## config.mk

```make
export PLATFORM = sky130hd
export DESIGN_NAME = cache_control
export DESIGN_NICKNAME = d
export VERILOG_FILES = /design/src/rtl/cache_control.sv
export SDC_FILE = /design/constraint.sdc
export NUM_CORES = 1
export LEC_CHECK = 0
export BUFFER_PORTS_ARGS = -buffer_cell sky130_fd_sc_hd__buf_4
export CAP_MARGIN = 0
export CORE_MARGIN = 1.5
export CORE_UTILIZATION = 50
export CTS_BUF_LIST = sky130_fd_sc_hd__clkbuf_8
export CTS_CLUSTER_SIZE = 20
export DETAILED_ROUTE_END_ITERATION = 8
export GPL_ROUTABILITY_DRIVEN = 0
export GPL_TIMING_DRIVEN = 0
export PLACE_DENSITY = 0.77
export SLEW_MARGIN = 10
export SYNTH_ARGS = -nofsm -noshare
export SYNTH_HDL_FRONTEND = slang
export SYNTH_SLANG_ARGS = --single-unit
export TNS_END_PERCENT = 100
```

## constraint.sdc

```tcl
create_clock -name clk -period 4.7 [get_ports clk]
set_input_delay 0.94 -clock clk [delete_from_list [all_inputs] [get_ports clk]]
set_output_delay 0.94 -clock clk [all_outputs]
set_load 0.02 [all_outputs]
```

## src/rtl/cache_control.sv

```systemverilog
// Sequencing controller for the LC-3b two-way set-associative write-back cache.
// Drives datapath load/select strobes and the physical memory handshake from set status.
module cache_control #(
  parameter int CNT_WIDTH = 16
) (
  input  logic                 clk,
  input  logic                 reset_n,
  input  logic                 mem_read,
  input  logic                 mem_write,
  output logic                 mem_resp,
  output logic                 pmem_read,
  output logic                 pmem_write,
  input  logic                 pmem_resp,
  input  logic                 hit0,
  input  logic                 hit1,
  input  logic                 dirty0,
  input  logic                 dirty1,
  input  logic                 lru,
  output logic                 way_sel,
  output logic                 load_data,
  output logic                 data_src,
  output logic                 load_tag,
  output logic                 set_valid,
  output logic                 set_dirty,
  output logic                 clr_dirty,
  output logic                 load_lru,
  output logic                 lru_in,
  output logic                 pmem_addr_sel,
  output logic [CNT_WIDTH-1:0] hit_count,
  output logic [CNT_WIDTH-1:0] miss_count
);

  // state     | meaning
  // IDLE      | check request; complete hits, start misses
  // WRITEBACK | write dirty victim line to pmem
  // FILL      | read missing line from pmem into victim way
  typedef enum logic [1:0] {
    IDLE      = 2'd0,
    WRITEBACK = 2'd1,
    FILL      = 2'd2
  } state_e;

  localparam logic [CNT_WIDTH-1:0] CNT_ONE = {{(CNT_WIDTH-1){1'b0}}, 1'b1};
  localparam logic [CNT_WIDTH-1:0] CNT_MAX = {CNT_WIDTH{1'b1}};

  state_e               state_q, state_d;
  logic                 victim_q, victim_d;
  logic                 miss_pending_q, miss_pending_d;
  logic [CNT_WIDTH-1:0] hit_count_q, hit_count_d;
  logic [CNT_WIDTH-1:0] miss_count_q, miss_count_d;

  logic req;
  logic hit;
  logic hit_way;
  logic victim_dirty;
  logic miss_start;

  assign req          = mem_read | mem_write;
  assign hit          = hit0 | hit1;
  // hit0 takes precedence if both ways claim a hit
  assign hit_way      = ~hit0;
  assign victim_dirty = lru ? dirty1 : dirty0;

  assign hit_count  = hit_count_q;
  assign miss_count = miss_count_q;

  always_ff @(posedge clk) begin
    if (!reset_n) begin
      state_q        <= IDLE;
      victim_q       <= 1'b0;
      miss_pending_q <= 1'b0;
      hit_count_q    <= '0;
      miss_count_q   <= '0;
    end else begin
      state_q        <= state_d;
      victim_q       <= victim_d;
      miss_pending_q <= miss_pending_d;
      hit_count_q    <= hit_count_d;
      miss_count_q   <= miss_count_d;
    end
  end

  always_comb begin
    state_d        = state_q;
    victim_d       = victim_q;
    miss_pending_d = miss_pending_q;
    hit_count_d    = hit_count_q;
    miss_count_d   = miss_count_q;
    miss_start     = 1'b0;
    mem_resp       = 1'b0;
    pmem_read      = 1'b0;
    pmem_write     = 1'b0;
    way_sel        = 1'b0;
    load_data      = 1'b0;
    data_src       = 1'b0;
    load_tag       = 1'b0;
    set_valid      = 1'b0;
    set_dirty      = 1'b0;
    clr_dirty      = 1'b0;
    load_lru       = 1'b0;
    lru_in         = 1'b0;
    pmem_addr_sel  = 1'b0;

    case (state_q)
      IDLE: begin
        if (req && hit) begin
          mem_resp = 1'b1;
          load_lru = 1'b1;
          lru_in   = ~hit_way;
          if (mem_write) begin
            load_data = 1'b1;
            set_dirty = 1'b1;
            way_sel   = hit_way;
          end
        end else if (req) begin
          miss_start = 1'b1;
          victim_d   = lru;
          state_d    = victim_dirty ? WRITEBACK : FILL;
        end
      end
      WRITEBACK: begin
        pmem_write    = 1'b1;
        pmem_addr_sel = 1'b1;
        way_sel       = victim_q;
        if (pmem_resp) state_d = FILL;
      end
      FILL: begin
        pmem_read = 1'b1;
        way_sel   = victim_q;
        if (pmem_resp) begin
          load_data = 1'b1;
          data_src  = 1'b1;
          load_tag  = 1'b1;
          set_valid = 1'b1;
          clr_dirty = 1'b1;
          state_d   = IDLE;
        end
      end
      default: state_d = IDLE;
    endcase

    // A response that closes out a miss is not counted as a hit
    if (mem_resp) begin
      miss_pending_d = 1'b0;
      if (!miss_pending_q && hit_count_q != CNT_MAX) hit_count_d = hit_count_q + CNT_ONE;
    end
    if (miss_start) begin
      miss_pending_d = 1'b1;
      if (miss_count_q != CNT_MAX) miss_count_d = miss_count_q + CNT_ONE;
    end
  end

endmodule

```

== Yosys cells after proc, flatten, opt, wreduce, memory -nomap -nowiden ==
Cells that the tools add are included.
W data, S select, Z words.

* Register bits: 36
* Logic and storage cells: 56
* Input bits: 10

* Bitwise operators: 4
* Equal/unequal tests: 8
* Add/sub/neg operators: 2
* Reduce and logical (&&, ||, !) cells: 10
* Mux-type cells: 27

{| class="wikitable"
|+ Operators with widths
! cell !! count
|-
| $add A16 B1 Y16 const B || 2
|-
| $ne A16 B16 Y1 const B || 2
|-
| $mux W1 || 19
|-
| $mux W2 || 5
|-
| $ne A2 B2 Y1 const B || 4
|-
| $pmux W2 S3 || 1
|-
| $pmux W1 S2 || 2
|-
| $reduce_and A2 Y1 || 2
|-
| $reduce_and A4 Y1 || 1
|-
| $reduce_and A3 Y1 || 1
|-
| $eq A2 B1 Y1 const B || 1
|-
| $eq A2 B2 Y1 const B || 1
|-
| $logic_and A1 B1 Y1 || 2
|-
| $logic_not A2 Y1 || 1
|-
| $not A1 Y1 || 2
|-
| $or A1 B1 Y1 || 2
|-
| $reduce_bool A2 Y1 || 1
|-
| $reduce_or A2 Y1 || 1
|-
| $logic_not A1 Y1 || 1
|}

== Logic depth before layout (Yosys ltp) ==
Gate-level depths: netlist of run 1.

* Depth in word-level cells: 6
* Mapped depth: 7
* Mapped depth without buffers: 7

== Least setup slack after synthesis of run 1 ==
Ideal clock, no wire load.

* Path kind: input port to output port
* Start point: input hit1
* End point: output load_data
* Path buffers: 0
* Stages on the path: 4
* Setup slack: 1.956 ns
* Arrival time: 1.804 ns
* Cells stage by stage: or2_1 -> nand3_1 -> inv_1 -> or2_2

* Longest elaborated chain between the ends: 4

{| class="wikitable"
|+ RTL lines
! what !! RTL line !! text
|-
| start, declared || 15 || <nowiki>input logic hit1,</nowiki>
|-
| $or A1 B1 Y1 || 59 || <nowiki>assign hit = hit0 | hit1;</nowiki>
|-
| $logic_and A1 B1 Y1 || 106 || <nowiki>if (req && hit) begin</nowiki>
|-
| $mux W1 || 106 ||
|-
| $pmux W1 S2 || 104 || <nowiki>case (state_q)</nowiki>
|-
| end, declared || 20 || <nowiki>output logic load_data,</nowiki>
|}

Every way passes these cells.

== Final worst setup path of run 1 ==
Same ends and word-level chain as after synthesis.

==> implementation parameters, run 1 <==
Parameter                              Value

Setup path
  Maximum fanout count along the critical path ... 4
  Required arrival time at the worst endpoint ... roughly 3.8 ns
  Path type of the worst setup path ... input pin to output pin
  Critical Path Max Stage Delay ... ~0.29 ns
  Cell with the most instances on the worst path ... sky130_fd_sc_hd__buf_4
  Nature of the critical path endpoint ... output pin
  Worst-path cell with the longest stage delay ... sky130_fd_sc_hd__or2_1
  Cells traversed along the worst timing path ... buf_4 -> or2_1 -> nand3_1 -> inv_1 -> or2_2 -> buf_4
  Crit start category ... input pin
  Data arrival at the endpoint of the critical path ... ~2.0 ns

Routing
  Total wire length ... between 4000 and 5000 um
  Drt via density ... ~5.5
  Count of TritonRoute iterations in the first routing pass ... 4
  Vias after detailed routing ... approximately 1.8k
  Number of remaining DRC errors ... 0
  Detail Route Antenna Nets ... 0
  Wirelength per Cell ... roughly 13 um
  Iter 0 DRT Violations ... ~140

Yosys
  Post-synth ARST share ... 0
  Count of flip-flops with a built-in enable after synthesis ... 0
  Number of distinct library cell variants in the gate-level netlist after synthesis ... 50
  Sequential share of the synthesized area ... 0.373
  Cell Area, Synth ... ~0.0019 mm^2
  Mapped Avg Cell Area ... approximately 9.0 um^2
  Main synth FF type ... sky130_fd_sc_hd__dfxtp_1
  Synth Register Bits ... 36
  Ys Warns ... 0
  Cell count after synthesis ... roughly 220
  Syn nets ... between 200 and 250

Die
  Core area ... 0.00369 mm^2
  DIE AREA ... between 0.004 and 0.005 mm^2
  Effective utilization at floorplan ... 0.523
  Die width ... between 60 and 70 um
  Rows ... 22
  Count of boundary I/O pins ... 55
  Vertical extent of the die ... ~65 um

Final layout
  Most common cell after layout, fill and taps aside ... sky130_fd_sc_hd__buf_4
  N_diodes ... 0
  Nets ... 292
  Commonest cells after routing, fill and taps aside ... sky130_fd_sc_hd__buf_4 (59), sky130_fd_sc_hd__dfxtp_1 (36), sky130_fd_sc_hd__nor2_1 (24)
  Signed area change from the synthesized netlist to the final layout ... 29.9%
  Proportion of layout cells with a drive suffix above 1 ... 0.296

Global routing
  Leftover overflow at the end of global routing ... 0
  Via count of the first global-routing pass ... between 1.5k and 2k
  Overall Global Routing Usage ... 0.235
  Met1 track demand over resource in global routing ... 0.298
  Met3 Resource Use GR ... 0.0634
  Number of antenna violations at the first check in global routing ... 0
  Global route hottest layer ... met2
  Met2 Resource Use GR ... 0.399
  Wire length of the first global-routing pass ... between 7000 and 8000 um
  Maximum number of pins on one net before global-route repair ... 13

Timing
  Final max-slew violation count ... 0
  Portion of the clock cycle consumed by the worst path in the final layout ... 0.622
  RSZ-0062 raised after global routing ... false
  FMAX ... 342 MHz
  Final hold violation count ... 0
  Slew at the pin with the worst max-slew slack ... between 0.4 and 0.5 ns
  Total negative slack for setup checks ... 0 ns
  Shortest clock period the worst path allows after layout ... 2.92 ns
  Worst slew margin relative to its limit ... 0.665
  Worst hold slack ... roughly 0.51 ns
  Worst-case clock skew ... between 0.009 and 0.01 ns
  Final-report setup violation count ... 0

Clocking
  Buffers from clock root to sink, at most ... 2
  Number of hold-repair buffers added at the cts stage ... 0
  TritonCTS Sinks ... 36
  H-Tree Level Count ... 2
  Post-CTS setup-driven buffer insertion count ... 0
  TritonCTS clock tree ... built
  Clk pin slew, worst setup/hold paths ... 0.07 ns
  Root buf cell ... sky130_fd_sc_hd__clkbuf_8
  Post-CTS sizing ... 0
  Total CTS buffers ... 5
  Clk_lat worst skew ... approximately 0.30 ns

Power
  Switching power as a share of total power ... 0.341
  Leakage Power ... 1.06 nW
  Internal power ... approximately 0.6 mW
  Sequential fraction of design power ... 0.376
  Power per unit of standard cell area ... 369 mW/mm^2
  Worst IR Drop VDD ... between 0.3 and 0.4 mV
  Proportion of power drawn by combinational gates ... 0.328
  Switching power ... ~0.32 mW
  Portion of total power attributed to the clock network ... 0.296

Hold path
  Type of the worst min-delay path ... flop to flop

Placed design
  Placed wire-length estimate ... 3210 um
  # port buffers ... 54

Run
  Number of maximum-capacitance constraint violations ... 0

Run status
  Status ... finished clean
==> power groups by stage <==
stage               clock network (mW)  registers [mW]  logic (mW)
finish                           0.274           0.348       0.304
detailed placement                   0           0.355       0.304
global route                     0.293           0.351       0.334
CTS                              0.276           0.348       0.306
global placement                     0           0.354       0.299
floorplan                            0           0.361       0.188
==> logic make-up after synthesis <==
| family | count (synthesis) | share of synthesized area |
|---|---|---|
| xor gates and xnor gates | 17 | 0.0771 |
| AOI/OAI and AO/OA | 39 | 0.157 |
| adders and majority gates | 6 | 0.0389 |
| muxes | 4 | 0.0207 |
| buffers and inverters | 18 | 0.0473 |
| DFF | 36 | 0.373 |
| and+or+nand+nor | 95 | 0.286 |
==> final cells by class <==
cell class / count / area, um^2
buffer: 9 / 57.6
clock buffer: 5 / 68.8
clock inverter: 3 / 42.5
fill: 317 / 1180
inverter: 9 / 33.8
multi-input combinational: 161 / 1120
sequential: 36 / 721
tap: 48 / 60.1
timing repair buffer: 54 / 405
==> sequential cells by signal, summed over array words and instances, names as in the netlist <==
name and count:
hit_count 16, victim_q 1, miss_pending_q 1, state_q 2
miss_count 16
==> synth_stat cells, types with 5 or more instances <==
cell                       number  area (um^2)
sky130_fd_sc_hd__a21oi_1        5         25.0
sky130_fd_sc_hd__ha_1           6         75.1
sky130_fd_sc_hd__nand3_1       14         70.1
sky130_fd_sc_hd__o21ai_0        5         25.0
sky130_fd_sc_hd__o211ai_1       6         45.0
sky130_fd_sc_hd__nand4_1        5         31.3
sky130_fd_sc_hd__nor2_1        24         90.1
sky130_fd_sc_hd__nand2_1       14         52.6
sky130_fd_sc_hd__inv_1          8         30.0
sky130_fd_sc_hd__dfxtp_1       36          721
sky130_fd_sc_hd__xor2_1        14          123
sky130_fd_sc_hd__buf_4          5         37.5
==> critical path, delay by kind of cell <==
| kind | cells | cell delay [ns] |
|---|---|---|
| buf+inv | 3 | 0.35 |
| simple gates | 3 | 0.69 |
==> path summary, 6_finish.rpt <==
path	from	to	slack [ns]	cells after the start
setup / recovery	hit1	load_data	1.78	6
hold reg to reg	miss_count[15]$_SDFFE_PN0P_	miss_count[15]$_SDFFE_PN0P_	0.51	2
hold / removal	miss_count[15]$_SDFFE_PN0P_	miss_count[15]$_SDFFE_PN0P_	0.51	2
setup reg to reg	state_q[0]$_SDFFE_PN0P_	miss_count[14]$_SDFFE_PN0P_	2.54	7
==> per-layer routing <==
layer / vias up / part of all wire
met4: 0 / 0.011
met3: 6 / 0.046
met2: 42 / 0.47
met1: 828 / 0.47
met5: - / 0
li1: 901 / -
==> through the flow <==
stage / util / instances / total power, mW / setup WS, ns / area (um^2)
global route: 0.680 / 325 / 0.978 / 1.69 / 2510
finish: 0.680 / 325 / 0.926 / 1.78 / 2510
global placement: 0.650 / 317 / 0.652 / 1.79 / 2400
detailed placement: 0.650 / 317 / 0.659 / 1.78 / 2400
CTS: 0.680 / 325 / 0.930 / 1.77 / 2510
floorplan: - / 215 / 0.550 / 1.96 / 1930
No activity file was read; power rests on OpenSTA's default activity.
==> run 2, diff against run 1 <==
--- a/config.mk
+++ b/config.mk
@@ -5,6 +5,7 @@
 export SDC_FILE = /design/constraint.sdc
 export NUM_CORES = 1
 export LEC_CHECK = 0
+export ABC_AREA = 1
 export BUFFER_PORTS_ARGS = -buffer_cell sky130_fd_sc_hd__buf_4
 export CAP_MARGIN = 0
 export CORE_MARGIN = 1.5
@@ -14,7 +15,7 @@
 export DETAILED_ROUTE_END_ITERATION = 8
 export GPL_ROUTABILITY_DRIVEN = 0
 export GPL_TIMING_DRIVEN = 0
-export PLACE_DENSITY = 0.77
+export PLACE_DENSITY = 0.78
 export SLEW_MARGIN = 10
 export SYNTH_ARGS = -nofsm -noshare
 export SYNTH_HDL_FRONTEND = slang
==> constraint.sdc (replaced) <==
create_clock -name clk -period 2.4 [get_ports clk]
set_input_delay 0.48 -clock clk [delete_from_list [all_inputs] [get_ports clk]]
set_output_delay 0.48 -clock clk [all_outputs]
set_load 0.02 [all_outputs]
==> run 2 against run 1 <==
  * The flow now finishes with violations (DRC)
  * Via count rose by 37%
  * Final area rose by 16%
  * Highest routed layer unchanged
  * Die area rose by 20%
==> implementation parameters, run 2 <==
Parameter                              Value

Power
  Leakage Power ... 1.33 nW (+25%)
  Power per unit of standard cell area ... 650 mW/mm^2 (+76%)
  Worst IR Drop VDD ... 0.314 mV (+0.42%)

Setup path
  Path type of the worst setup path ... flop to output pin
  Critical Path Max Stage Delay ... 0.34 ns (+0.05 ns)
  Critical path buffers and inverters ... 3 (unchanged)
  Crit start category ... flop
  Worst-path cell with the longest stage delay ... sky130_fd_sc_hd__dfxtp_1
  Data arrival at the endpoint of the critical path ... 1.73 ns (-0.25 ns)
  Nature of the critical path endpoint ... output pin
  Maximum fanout count along the critical path ... 7 (+3)
  Required arrival time at the worst endpoint ... 1.92 ns (-1.84 ns)
  Top Family by Delay on Critical Path ... simple AND/OR/NAND/NOR gates
  Cells traversed along the worst timing path ... inv_1 -> ha_2 -> nand2_2 -> nor2_4 -> inv_2 -> nor2_1 -> nand2_1 -> a21oi_1 -> buf_4

Routing
  Vias after detailed routing ... 2428 (+37%)
  Detail Route Antenna Nets ... 0 (unchanged)
  Wirelength per Cell ... 11.7 um (-13%)
  Iter 0 DRT Violations ... 80 (-44%)
  Total wire length ... 5590 um (+28%)
  Drt via density ... 5.10 (-6.7%)
  Count of TritonRoute iterations in the first routing pass ... 6 (+2)
  Number of remaining DRC errors ... 2 (+2)

Clocking
  TritonCTS Sinks ... 36 (unchanged)
  Clk pin slew, worst setup/hold paths ... 0.07 ns (about the same)
  Root buf cell ... sky130_fd_sc_hd__clkbuf_8
  H-Tree Level Count ... 2 (unchanged)
  Number of hold-repair buffers added at the cts stage ... 0 (unchanged)
  Total CTS buffers ... 5 (unchanged)
  Clk_lat worst skew ... 0.30 ns (about the same)
  TritonCTS clock tree ... built
  Buffers from clock root to sink, at most ... 2 (unchanged)

Final layout
  Nets ... 440 (+51%)
  Proportion of layout cells with a drive suffix above 1 ... 0.267 (-0.0295)
  N_diodes ... 0 (unchanged)
  Commonest cells after routing, fill and taps aside ... sky130_fd_sc_hd__nand2_1 (91), sky130_fd_sc_hd__nor2_1 (72), sky130_fd_sc_hd__buf_4 (62), sky130_fd_sc_hd__inv_1 (38), sky130_fd_sc_hd__dfxtp_1 (36)
  Signed area change from the synthesized netlist to the final layout ... 23.8%
  Most common cell after layout, fill and taps aside ... sky130_fd_sc_hd__nand2_1
  Fraction of the core area covered by cells at the end of the flow ... 0.652 (-0.0275)

Timing
  Slew at the pin with the worst max-slew slack ... 0.429 ns (-0.0707 ns)
  Shortest clock period the worst path allows after layout ... 2.21 ns
  RSZ-0062 raised after global routing ... false
  FMAX ... between 400 and 500 MHz
  Worst-case clock skew ... 0.00766 ns (-0.00166 ns)
  Worst slew margin relative to its limit ... 0.714 (+0.0494)
  Final max-slew violation count ... 0 (unchanged)
  Total negative slack for setup checks ... 0 ns (unchanged)
  Worst hold slack ... 0.454 ns (-0.0519 ns)
  Final hold violation count ... 0 (unchanged)
  Portion of the clock cycle consumed by the worst path in the final layout ... 0.923
  Final-report setup violation count ... 0 (unchanged)

Placed design
  # port buffers ... 54 (unchanged)
  Placed wire-length estimate ... 4330 um (+35%)

Yosys
  Cell count after synthesis ... 362 (+68%)
  Most frequent cell after synthesis ... sky130_fd_sc_hd__nand2_1
  Ys Warns ... 0 (unchanged)
  Most area-consuming cells after synthesis ... sky130_fd_sc_hd__dfxtp_1 (31%), sky130_fd_sc_hd__nand2_1 (15%), sky130_fd_sc_hd__nor2_1 (12%), sky130_fd_sc_hd__inv_1 (5.9%), sky130_fd_sc_hd__a21oi_1 (4.9%)
  Sequential share of the synthesized area ... 0.308 (-0.0654)
  Post-synth ARST share ... 0 (unchanged)
  Number of distinct library cell variants in the gate-level netlist after synthesis ... 29 (-42%)
  Count of flip-flops with a built-in enable after synthesis ... 0 (unchanged)
  Share of the synthesized area in the top cell type ... 0.308 (-0.0654)
  Ranking of synthesized cells by instance count ... sky130_fd_sc_hd__nand2_1 (91), sky130_fd_sc_hd__nor2_1 (72), sky130_fd_sc_hd__inv_1 (37), sky130_fd_sc_hd__dfxtp_1 (36)
  Main synth FF type ... sky130_fd_sc_hd__dfxtp_1
  Synth Register Bits ... 36 (unchanged)
  Most area-hungry cell type in the Yosys netlist ... sky130_fd_sc_hd__dfxtp_1
  Cell Area, Synth ... 0.00234 mm^2 (+21%)
  Syn nets ... 378 (+64%)
  Mapped Avg Cell Area ... 6.47 um^2 (-28%)

Global routing
  Maximum number of pins on one net before global-route repair ... 11 (-2)
  Number of antenna violations at the first check in global routing ... 0 (unchanged)
  Wire length of the first global-routing pass ... 9520 um (+22%)
  Via count of the first global-routing pass ... 2240 (+29%)
  Leftover overflow at the end of global routing ... 0 (unchanged)
  Overall Global Routing Usage ... 0.234 (-0.00124)

Die
  Count of boundary I/O pins ... 55 (unchanged)
  Core area ... 0.00444 mm^2 (+20%)
  Effective utilization at floorplan ... 0.527 (+0.00334)
  Die width ... 71.4 um (+9.6%)
  Rows ... 24 (+9.1%)
  DIE AREA ... 0.00510 mm^2 (+20%)
  Vertical extent of the die ... 71.4 um (+9.6%)

Run status
  Violations in the final reports ... DRC
  Status ... finished with violations

Hold path
  Type of the worst min-delay path ... input pin to flop

Run
  Number of maximum-capacitance constraint violations ... 0 (unchanged)
run 2: cell count changes in the layout (fill, tap and decap cells not counted), moves of 5 or more:
cell / before / now
sky130_fd_sc_hd__xor2_1: 14 / 1
sky130_fd_sc_hd__inv_1: 8 / 38
sky130_fd_sc_hd__inv_2: 0 / 5
sky130_fd_sc_hd__nand3_1: 14 / 23
sky130_fd_sc_hd__nor2_4: 0 / 9
sky130_fd_sc_hd__o211ai_1: 6 / 0
sky130_fd_sc_hd__nand2_2: 0 / 9
sky130_fd_sc_hd__a21oi_1: 5 / 23
sky130_fd_sc_hd__nor2_1: 24 / 72
sky130_fd_sc_hd__nand3_2: 1 / 9
sky130_fd_sc_hd__nand2_1: 14 / 91
run 2: worst reg2reg max path, delay by kind of cell, from the launching register on:
family / cells / cell delay, ns
adders and majority gates: 1 / 0.23
DFF: 1 / 0.34
and+or+nand+nor: 7 / 0.72
buffers and inverters: 2 / 0.26
run 2: layer usage:
layer  track usage  routed length, um
met1         0.297               2570
met5             0                  0
met3        0.0591                293
met4        0.0662                 72
met2         0.394               2660
run 2: power breakdown:
group	total, mW	switching (mW)	internal, mW	leakage, nW
Sequential	0.705	0.0586	0.647	0.292
Combinational	0.769	0.458	0.311	0.990
Clock	0.410	0.217	0.193	0.0452
run 2: area by class of cell:
| cell class | count | area, um^2 |
|---|---|---|
| plain buffers | 11 | 90.1 |
| clock buffers | 5 | 68.8 |
| clock inverters | 2 | 8.76 |
| fillers | 440 | 1550 |
| inverters | 43 | 163 |
| multi-input cells | 272 | 1370 |
| flip-flops and latches | 36 | 721 |
| well taps | 52 | 65.1 |
| repair buffers | 55 | 413 |
run 2: kinds of logic (layout without fill, tap and decap cells):
kind of cell,after synthesis,in the layout,share of synthesized area
and+or+nand+nor,230,230,0.469
buffers and inverters,54,116,0.108
AOI/OAI and AO/OA,34,34,0.0759
xor gates and xnor gates,2,2,0.00748
DFF,36,36,0.308
adders and majority gates,6,6,0.0321
run 2: path summary, 6_finish.rpt:
kind	slack, ns	from	endpoint	cells after the start
setup / recovery	0.19	state_q[0]$_SDFFE_PN0P_	way_sel	9
hold / removal	0.45	lru	victim_q$_SDFFE_PN0P_	3
setup reg to reg	0.74	state_q[0]$_SDFFE_PN0P_	hit_count[15]$_SDFFE_PN0P_	10
hold reg to reg	0.49	victim_q$_SDFFE_PN0P_	victim_q$_SDFFE_PN0P_	2
run 2: timing repair:
item / in CTS / in global routing
endpoints found under the setup margin: 1 / 1
setup buffers: 1 / 0
pin swaps: 1 / 0
resized for setup: 0 / 1
gates cloned: 0 / 0
run 2: stage by stage:
| step | worst slack (ns) | power, mW | instances | area [um^2] |
|---|---|---|---|---|
| finish | 0.185 | 1.88 | 476 | 2900 |
| global route | 0.0236 | 2.00 | 476 | 2900 |
| CTS | 0.125 | 1.89 | 476 | 2900 |
| detailed placement | 0.284 | 1.47 | 468 | 2810 |
| global placement | 0.297 | 1.46 | 468 | 2810 |
| floorplan | 0.0766 | 1.22 | 362 | 2340 |
